## src/rtl/fft_pkg.sv

```systemverilog
// ============================================================================
// Module  : fft_pkg
// Brief   : Shared constants and state encoding for the radix-2 FFT scheduler.
// Revision: 1.0 - initial release
// ============================================================================
`default_nettype none

package fft_pkg;

  localparam int unsigned c_LOG2_PTS_DEF = 5;
  // Pipeline latency of the fft_2 butterfly, from data valid to result valid.
  localparam int unsigned c_FFT2_LAT     = 6;

  typedef enum logic [1:0] {
    S_IDLE   = 2'd0,
    S_ISSUE  = 2'd1,
    S_DRAIN  = 2'd2,
    S_FINISH = 2'd3
  } state_t;

endpackage

`default_nettype wire

```

## src/rtl/fft_wr_dly.sv

```systemverilog
// ============================================================================
// Module  : fft_wr_dly
// Brief   : DEPTH-stage delay line for the write-back valid and address pair.
// Revision: 1.0 - initial release
// ============================================================================
`default_nettype none

module fft_wr_dly #(
  parameter int unsigned DEPTH = 7,
  parameter int unsigned AW    = 5
) (
  input  logic          clk,
  input  logic          rst,
  input  logic          i_vld,
  input  logic [AW-1:0] i_addr0,
  input  logic [AW-1:0] i_addr1,
  output logic          o_vld,
  output logic [AW-1:0] o_addr0,
  output logic [AW-1:0] o_addr1
);

  localparam int unsigned c_DW = 1 + 2 * AW;

  logic [c_DW-1:0] r_pipe [DEPTH];

  always_ff @(posedge clk) begin
    if (rst) begin
      r_pipe[0] <= '0;
    end else begin
      r_pipe[0] <= {i_vld, i_addr0, i_addr1};
    end
  end

  for (genvar g = 1; g < int'(DEPTH); g++) begin : g_stage
    always_ff @(posedge clk) begin
      if (rst) begin
        r_pipe[g] <= '0;
      end else begin
        r_pipe[g] <= r_pipe[g-1];
      end
    end
  end

  assign {o_vld, o_addr0, o_addr1} = r_pipe[DEPTH-1];

endmodule

`default_nettype wire

```

## src/rtl/fft_r2_sched.sv

```systemverilog
// ============================================================================
// Module  : fft_r2_sched
// Brief   : In-place radix-2 DIT FFT address/control scheduler for one fft_2.
//           Optional FFT_R2_SCHED_CYCCNT_EN adds the o_cyc_cnt cycle counter.
// Revision: 1.0 - initial release
// ============================================================================
`default_nettype none

module fft_r2_sched
  import fft_pkg::*;
#(
  parameter int unsigned LOG2_PTS = c_LOG2_PTS_DEF,
  parameter int unsigned BF_LAT   = c_FFT2_LAT,
  parameter int unsigned RD_LAT   = 1
) (
  input  logic                clk,
  input  logic                rst,
  input  logic                i_start,
  input  logic                i_ifft_in,
  output logic                o_busy,
  output logic                o_done,
  output logic                o_rd_en,
  output logic [LOG2_PTS-1:0] o_rd_addr0,
  output logic [LOG2_PTS-1:0] o_rd_addr1,
  output logic [LOG2_PTS-2:0] o_tw_addr,
  output logic                o_bf_ifft,
  output logic                o_wr_en,
  output logic [LOG2_PTS-1:0] o_wr_addr0,
  output logic [LOG2_PTS-1:0] o_wr_addr1
`ifdef FFT_R2_SCHED_CYCCNT_EN
  ,
  output logic [15:0]         o_cyc_cnt
`endif
);

  localparam int unsigned c_AW   = LOG2_PTS;
  localparam int unsigned c_KW   = LOG2_PTS - 1;
  localparam int unsigned c_PIPE = RD_LAT + BF_LAT;
  localparam int unsigned c_CW   = $clog2(c_PIPE + 1);
  localparam logic [c_AW-1:0] c_KW_V       = c_AW'(c_KW);
  localparam logic [c_AW-1:0] c_LAST_STAGE = c_AW'(LOG2_PTS - 1);
  localparam logic [c_CW-1:0] c_DRN_LAST   = c_CW'(c_PIPE - 1);

  state_t          r_state, w_state_nxt;
  logic [c_KW-1:0] r_k, w_k_nxt;
  logic [c_AW-1:0] r_stage, w_stage_nxt;
  logic [c_CW-1:0] r_drn, w_drn_nxt;
  logic            r_ifft, w_ifft_nxt;

  logic            w_busy, w_done, w_rd;
  logic [c_KW-1:0] w_mask, w_pos;
  logic [c_AW-1:0] w_kx, w_half, w_a0, w_tw_sh;

  always_ff @(posedge clk) begin
    if (rst) begin
      r_state <= S_IDLE;
      r_k     <= '0;
      r_stage <= '0;
      r_drn   <= '0;
      r_ifft  <= 1'b0;
    end else begin
      r_state <= w_state_nxt;
      r_k     <= w_k_nxt;
      r_stage <= w_stage_nxt;
      r_drn   <= w_drn_nxt;
      r_ifft  <= w_ifft_nxt;
    end
  end

  always_comb begin
    w_state_nxt = r_state;
    w_k_nxt     = r_k;
    w_stage_nxt = r_stage;
    w_drn_nxt   = r_drn;
    w_ifft_nxt  = r_ifft;
    w_busy      = 1'b1;
    w_done      = 1'b0;
    w_rd        = 1'b0;
    case (r_state)
      S_IDLE: begin
        w_busy = 1'b0;
        if (i_start) begin
          w_state_nxt = S_ISSUE;
          w_k_nxt     = '0;
          w_stage_nxt = '0;
          w_ifft_nxt  = i_ifft_in;
        end
      end
      S_ISSUE: begin
        w_rd    = 1'b1;
        w_k_nxt = r_k + 1'b1;
        if (r_k == '1) begin
          w_state_nxt = S_DRAIN;
          w_drn_nxt   = '0;
        end
      end
      S_DRAIN: begin
        // Hold off the next stage until every write of this one has retired.
        w_drn_nxt = r_drn + 1'b1;
        if (r_drn == c_DRN_LAST) begin
          if (r_stage == c_LAST_STAGE) begin
            w_state_nxt = S_FINISH;
          end else begin
            w_stage_nxt = r_stage + 1'b1;
            w_state_nxt = S_ISSUE;
          end
        end
      end
      S_FINISH: begin
        w_done      = 1'b1;
        w_state_nxt = S_IDLE;
      end
      default: begin
        w_state_nxt = S_IDLE;
      end
    endcase
  end

  // Operand 0 address is k with a zero bit inserted at position s.
  always_comb begin
    w_mask  = ~({c_KW{1'b1}} << r_stage);
    w_pos   = r_k & w_mask;
    w_kx    = {1'b0, r_k};
    w_half  = {{(c_AW-1){1'b0}}, 1'b1} << r_stage;
    w_a0    = ((w_kx >> r_stage) << (r_stage + 1'b1)) | {1'b0, w_pos};
    w_tw_sh = c_KW_V - r_stage;
  end

  assign o_busy     = w_busy;
  assign o_done     = w_done;
  assign o_rd_en    = w_rd;
  assign o_rd_addr0 = w_rd ? w_a0 : '0;
  assign o_rd_addr1 = w_rd ? (w_a0 + w_half) : '0;
  assign o_tw_addr  = w_rd ? (w_pos << w_tw_sh) : '0;
  assign o_bf_ifft  = r_ifft;

  fft_wr_dly #(
    .DEPTH (c_PIPE),
    .AW    (c_AW)
  ) u_wr_dly (
    .clk     (clk),
    .rst     (rst),
    .i_vld   (o_rd_en),
    .i_addr0 (o_rd_addr0),
    .i_addr1 (o_rd_addr1),
    .o_vld   (o_wr_en),
    .o_addr0 (o_wr_addr0),
    .o_addr1 (o_wr_addr1)
  );

`ifdef FFT_R2_SCHED_CYCCNT_EN
  logic [15:0] r_cyc_cnt;

  always_ff @(posedge clk) begin
    if (rst) begin
      r_cyc_cnt <= '0;
    end else if ((r_state == S_IDLE) && i_start) begin
      r_cyc_cnt <= '0;
    end else if (w_busy) begin
      r_cyc_cnt <= r_cyc_cnt + 16'd1;
    end
  end

  assign o_cyc_cnt = r_cyc_cnt;
`endif

endmodule

`default_nettype wire

```

## config.mk

```make
export PLATFORM = sky130hd
export DESIGN_NAME = fft_r2_sched
export DESIGN_NICKNAME = d
export VERILOG_FILES = /design/src/rtl/fft_pkg.sv /design/src/rtl/fft_wr_dly.sv /design/src/rtl/fft_r2_sched.sv
export SDC_FILE = /design/constraint.sdc
export NUM_CORES = 1
export LEC_CHECK = 0
export BUFFER_PORTS_ARGS = -buffer_cell sky130_fd_sc_hd__buf_4
export CORE_MARGIN = 3
export CORE_UTILIZATION = 58
export DETAILED_ROUTE_END_ITERATION = 10
export HOLD_SLACK_MARGIN = 0.06
export PLACE_DENSITY = 0.81
export SLEW_MARGIN = 25
export SYNTH_ARGS = -nofsm -noshare
export SYNTH_HDL_FRONTEND = slang
export SYNTH_SLANG_ARGS = --single-unit
```

## constraint.sdc

```tcl
create_clock -name clk -period 4.6 [get_ports clk]
set_clock_uncertainty 0.1 [all_clocks]
set_input_delay 0.46 -clock clk [delete_from_list [all_inputs] [get_ports clk]]
set_output_delay 0.46 -clock clk [all_outputs]
set_load 0.02 [all_outputs]
```

======== Yosys cells after proc, flatten, opt, wreduce, memory -nomap -nowiden ========
Memory sizes are Yosys's and may differ from the RTL's.
Index checks and enable logic that the tools add are counted.
cells by class
  $add $sub $neg .......................... 5
  eq/ne operators ......................... 10
  shifts and indexed selects .............. 5
  mux-type cells .......................... 29
  bitwise gates (word level) .............. 10
  reduce and logical (&&, ||, !) cells .... 9
operators with widths
  operator                                                           count
  11-bit 2-to-1 mux                                                  7
  5-bit 2-to-1 mux                                                   5
  5-bit one-hot mux with 2 select lines                              1
  2-bit 2-to-1 mux                                                   4
  4-bit 2-to-1 mux                                                   2
  2-bit inequality test, second input constant                       4
  2-bit one-hot mux with 4 select lines                              1
  4-bit one-hot mux with 2 select lines                              1
  1-bit OR                                                           7
  1-bit 2-to-1 mux                                                   6
  3-bit one-hot mux with 2 select lines                              1
  2-bit AND reduction                                                3
  2-bit nonzero test                                                 3
  5-bit by 1-bit adder with 5-bit output, second input constant      1
  5-bit adder                                                        1
  5-bit by 3-bit == test with 1-bit output, second input constant    1
  5-bit by 4-bit OR with 5-bit output                                1
  1-bit by 5-bit << shifter with 5-bit output, first input constant  1
  4-bit by 5-bit << shifter with 4-bit output                        1
  4-bit by 5-bit << shifter with 4-bit output, first input constant  1
  5-bit by 5-bit << shifter with 5-bit output                        1
  4-bit by 5-bit >> shifter with 5-bit output                        1
  3-bit by 5-bit subtractor with 5-bit output, first input constant  1
  4-bit by 1-bit adder with 4-bit output, second input constant      1
  other kinds (11)                                                   12
word-level totals
  bits in registers ....................... 15
  memory bits (writable) .................. 77
  input port bits ......................... 4
  output and inout bits ................... 29
  logic and storage cells ................. 74
  memories ................................ 1
memories
  memory           depth  width  rd ports  clocked after memory_dff  wr ports  RTL line          RTL
  u_wr_dly.r_pipe  7      11     7         0                         7         fft_wr_dly.sv:24  logic [c_DW-1:0] r_pipe [DEPTH];

======== Longest topological paths before layout ========
  word-level depth ........................ 7
  gate-level depth with buffers ........... 14
  gate-level depth less buffers ........... 12

======== Modules after synthesis ========
Synthesis repeated with hierarchy kept, for this count alone.
second synthesis, totals
  cells, all modules ...................... 373
  area, all modules ....................... 3590.9 um^2
by module, submodules not included
  module        times used  cells an instance  area an instance (um^2)  seq. area each (um^2)
  fft_wr_dly    1           172                2159.6                   1541.5
  fft_r2_sched  1           201                1431.4                   300.3

======== Least setup slack after synthesis ========
Ideal clock, no wire load.
  path kind ............................... reg-to-output
  start ................................... register r_stage[1]
  end ..................................... output o_rd_addr1[4]
  arrival ................................. 3.094 ns
  required time ........................... 4.040 ns
  setup slack ............................. 0.946 ns
  cell stages (with the launch flop) ...... 15
  path buffers ............................ 3
  cell sequence ........................... dfxtp_1 -> buf_6 -> buf_2 -> inv_1 -> ha_1 -> clkbuf_1 -> nor2_1 -> o21ai_1 -> nand2_1 -> fa_1 -> a21o_1 -> a21oi_1 -> xor2_1 -> or4_1 -> nand2_1
on the way
  word-level cells in the longest chain between the ends .. 6
  elaborated cells on any way between the ends .. 10
  classes of those cells .................. add/sub (2); shift (4); mux (1); bitwise (3)
RTL lines
  item                                                                                            RTL line             RTL
  start: declaration                                                                              fft_r2_sched.sv:46   logic [c_AW-1:0] r_stage, w_stage_nxt;
  start signal: assignment                                                                        fft_r2_sched.sv:64   r_stage <= w_stage_nxt;
  parallel branches: the longest is 4 deep, another holds 5-bit by 1-bit adder with 5-bit output  n/a
  5-bit adder *                                                                                   fft_r2_sched.sv:133  assign o_rd_addr1 = w_rd ? (w_a0 + w_half) : '0;
  5-bit 2-to-1 mux *                                                                              fft_r2_sched.sv:133
  end: declaration                                                                                fft_r2_sched.sv:24   output logic [LOG2_PTS-1:0] o_rd_addr1,
Mark *: on every way between the ends.

======== Worst setup path after layout ========
  start ................................... register r_stage[3]
  end ..................................... output o_rd_addr1[4]
Same word-level chain as after synthesis.

==> out/qor.yml <==
slew_violations: 0
relSlewSlack: 0.473
n_fill_cell: 490
tritoncts: "built"
initial_utilization: 0.605
num_vias: 2464
path_buf_inv: 2
synth_seq_cells: 92
synth_area_mm2: 0.00362
status: "finished clean"
period_share: 0.930
grt_pass1_wl_mm: 10.5
cts_buffer_depth: 2
num_io_pins: 33
die-area_mm2: 0.00723
r2r_cells: 11
fin_tns_setup_ns: 0
setup_violations: 0
cts_setup_buffers: 0
ctsHoldBuffers: 0
synth-async-reset-ratio: 0
fin_nets: 401
grt_max_degree: 85
synth_edf_count: 0
h-tree-depth: 3
place.gp.congestion: 0.928
core_area_mm2: 0.00599
tightest_slew_ns: 0.790
first_pass_iters: 4
cp_data_arrival_time_ns: 3.72
rsz0062_at_grt: "no"
vias_per_cell: 5.28
syn_inst: 374
critPathKind: "reg2out"
diodes: 0
clock_sinks: 92
max_freq_mhz: 234
end_kind: "output pin"
detail-route-antenna-nets: 0
worst-path-stages: 12
finalWirelength_mm: 6.33
crit_path_start_kind: "register"
grt_remaining_overflow: 0
min_period_ns: 4.28
drc: 0
p_leak_nw: 1.62
reg2reg_slack_ns: 1.14
avgRoutedWirePerCell_um: 13.6
root_buffer: "clkbuf_8"
clock_latency_ns: 0.34
drt_iter0_drc: 120
yosys-top-cells-area: "dfxtp_1, nor2b_1, ha_1"
crit_family: "simple AND/OR/NAND/NOR gates"
critPathMaxFanout: 14
drive_above_1_share: 0.176
synth_cell_types: 59
dpl.hpwl_mm: 4.17
synth_fp_nets: 388
avgSynthCellArea_um2: 9.69
slowest_delay_ns: 0.53
synthToLayoutAreaGrowth_pct: 10.8
track_usage: 0.183
first_global_vias: 2221
seq_area_frac_synth: 0.508
clkTransAtPathRegs_ns: 0.09
pre_cts_slack_ns: 0.405
die_h_um: 85.1
ys.flop_type: "dfxtp_1"
placementRows: 28
p_per_area_mw_per_mm2: 340
dieWidth_um: 85.1
synth_warnings: 0
synth_top_area_share: 0.508
maxCapViolCount: 0
worstHoldPathCells: 3
hold_viol: 0
antenna_found_initial: 0
peakVddDrop_mv: 0.218
cts_buffers: 9
io_buffer_count: 32
worst_slack_ns: 0.323
hold_class: "in2reg"
synth_area_leader_cell: "dfxtp_1"
critical_path.slowest_cell: "or3_4"
required_ns: 4.04
crit_chain: "or3_4 -> o31ai_2 -> o41a_1 -> inv_1 -> ha_1 -> fa_1 -> a21o_1 -> a21oi_1 -> xor2_1 -> or4_1 -> nand2_1 -> buf_4"
==> final timing paths <==
| path | startpoint | to |
|---|---|---|
| worst max register to register | r_stage[3] | u_wr_dly.r_pipe[0][4] |
| worst max-delay path | r_stage[3] | o_rd_addr1[4] |
| worst min register to register | u_wr_dly.r_pipe[1][1] | u_wr_dly.r_pipe[1][12] |
| worst min-delay path | i_ifft_in | o_bf_ifft |
==> timing repair <==
item | CTS | global route
resized for setup | 1 | 5
endpoints found under the setup margin | 1 | 1
gates cloned | 0 | 0
pin swaps | 0 | 0
==> layout by cell type (no fill, tap or decap), types with 2 or more instances in the layout <==
| cell type | netlist | routed |
|---|---|---|
| a21oi_1 | 19 | 19 |
| a211oi_1 | 3 | 3 |
| nand2b_1 | 6 | 6 |
| or4_1 | 2 | 2 |
| a21o_1 | 3 | 3 |
| dfxtp_1 | 92 | 91 |
| o31ai_1 | 3 | 2 |
| nand3_1 | 6 | 6 |
| or2_2 | 2 | 2 |
| nand2_1 | 19 | 19 |
| a22oi_1 | 4 | 4 |
| o21ai_0 | 3 | 3 |
| nor2b_1 | 68 | 68 |
| clkinv_4 | 0 | 3 |
| and2_1 | 7 | 7 |
| o21ai_1 | 2 | 2 |
| a311oi_1 | 3 | 3 |
| buf_4 | 12 | 36 |
| nor2_1 | 27 | 27 |
| xor2_1 | 2 | 2 |
| clkbuf_8 | 0 | 10 |
| o21bai_1 | 2 | 2 |
| mux2i_1 | 2 | 2 |
| mux2_2 | 2 | 2 |
| inv_1 | 8 | 8 |
| clkinvlp_4 | 0 | 2 |
| o211ai_1 | 3 | 3 |
| ha_1 | 9 | 8 |
| nor3_1 | 11 | 11 |
==> where the power goes <==
part	switching [mW]	internal, mW
clock	0.286	0.220
combinational	0.0343	0.0163
sequential	0.00589	0.801
total	0.326	1.04
==> metrics by stage <==
| stage | power (mW) | cells | instance area (um^2) | util | hold WS, ns |
|---|---|---|---|---|---|
| 4_1_cts | 1.38 | 467 | 4000 | 0.667 | 0.261 |
| 3_5_place_dp | 0.876 | 451 | 3800 | 0.634 | 0.320 |
| 6_report | 1.36 | 467 | 4020 | 0.670 | 0.279 |
| 5_1_grt | 1.42 | 467 | 4020 | 0.670 | 0.280 |
| 2_1_floorplan | 0.859 | 374 | 3620 | - | 0.314 |
| 3_3_place_gp | 0.875 | 451 | 3800 | 0.634 | 0.316 |
==> flip-flops by register name, summed over array words and instances (netlist names) <==
signal           count
o_bf_ifft            1
r_drn                3
r_k                  4
r_stage              5
r_state              2
u_wr_dly.r_pipe     77
==> logic make-up (layout without fill, tap and decap cells) <==
group	Yosys count	count (layout)	synth area share
flops	92	92	0.508
mux	6	6	0.0211
fa+ha+maj	10	10	0.0366
compound gates	61	61	0.119
buf+inv	44	62	0.0635
xor+xnor	3	3	0.00725
simple gates	158	158	0.244
==> final cells by class <==
cell class / count / area, um^2 / share of cell area
clock inverters: 6 / 58.8 / 0.0146
repair buffers: 36 / 270 / 0.0673
clock buffers: 10 / 138 / 0.0343
well taps: 75 / 93.8 / 0.0234
multi-input cells: 238 / 1570 / 0.391
inverters: 10 / 41.3 / 0.0103
flip-flops and latches: 92 / 1840 / 0.459
==> synth_stat cells (all sizes together), types with 2 or more instances <==
cell type and number:
o21ai 5, or2 3, a21oi 19, o31ai 3, nor4b 2, ha 9, nand2 19, o211ai 3
a211oi 3, a22oi 4, o21bai 2, a2111oi 2, inv 8, nor3 11, clkinv 2, nor4 2
or4 2, xor2 2, and2 7, mux2i 2, dfxtp 92, a31oi 2, nor2 28, a311oi 3
nand3 6, buf 18, clkbuf 16, mux2 3, nor2b 68, a21o 3, nand2b 6
==> worst register-to-register path: stages, from the launching register on <==
cell,delay (ns)
dfxtp_1,0.49
or3_4,0.53
o31ai_2,0.30
o41a_1,0.25
inv_1,0.05
ha_1,0.21
fa_1,0.42
a21o_1,0.20
a21oi_1,0.16
xor2_1,0.12
or4_1,0.47
nand2_1,0.08
==> routing by layer <==
| metal | GRT usage | part of all wire | vias up |
|---|---|---|---|
| met3 | 0.0447 | 0.046 | 8 |
| met4 | 0.0705 | 0.016 | 0 |
| met5 | 0 | 0 | - |
| met1 | 0.250 | 0.48 | 1120 |
| li1 | - | - | 1274 |
| met2 | 0.280 | 0.46 | 62 |
No activity file was read; power rests on OpenSTA's default activity.
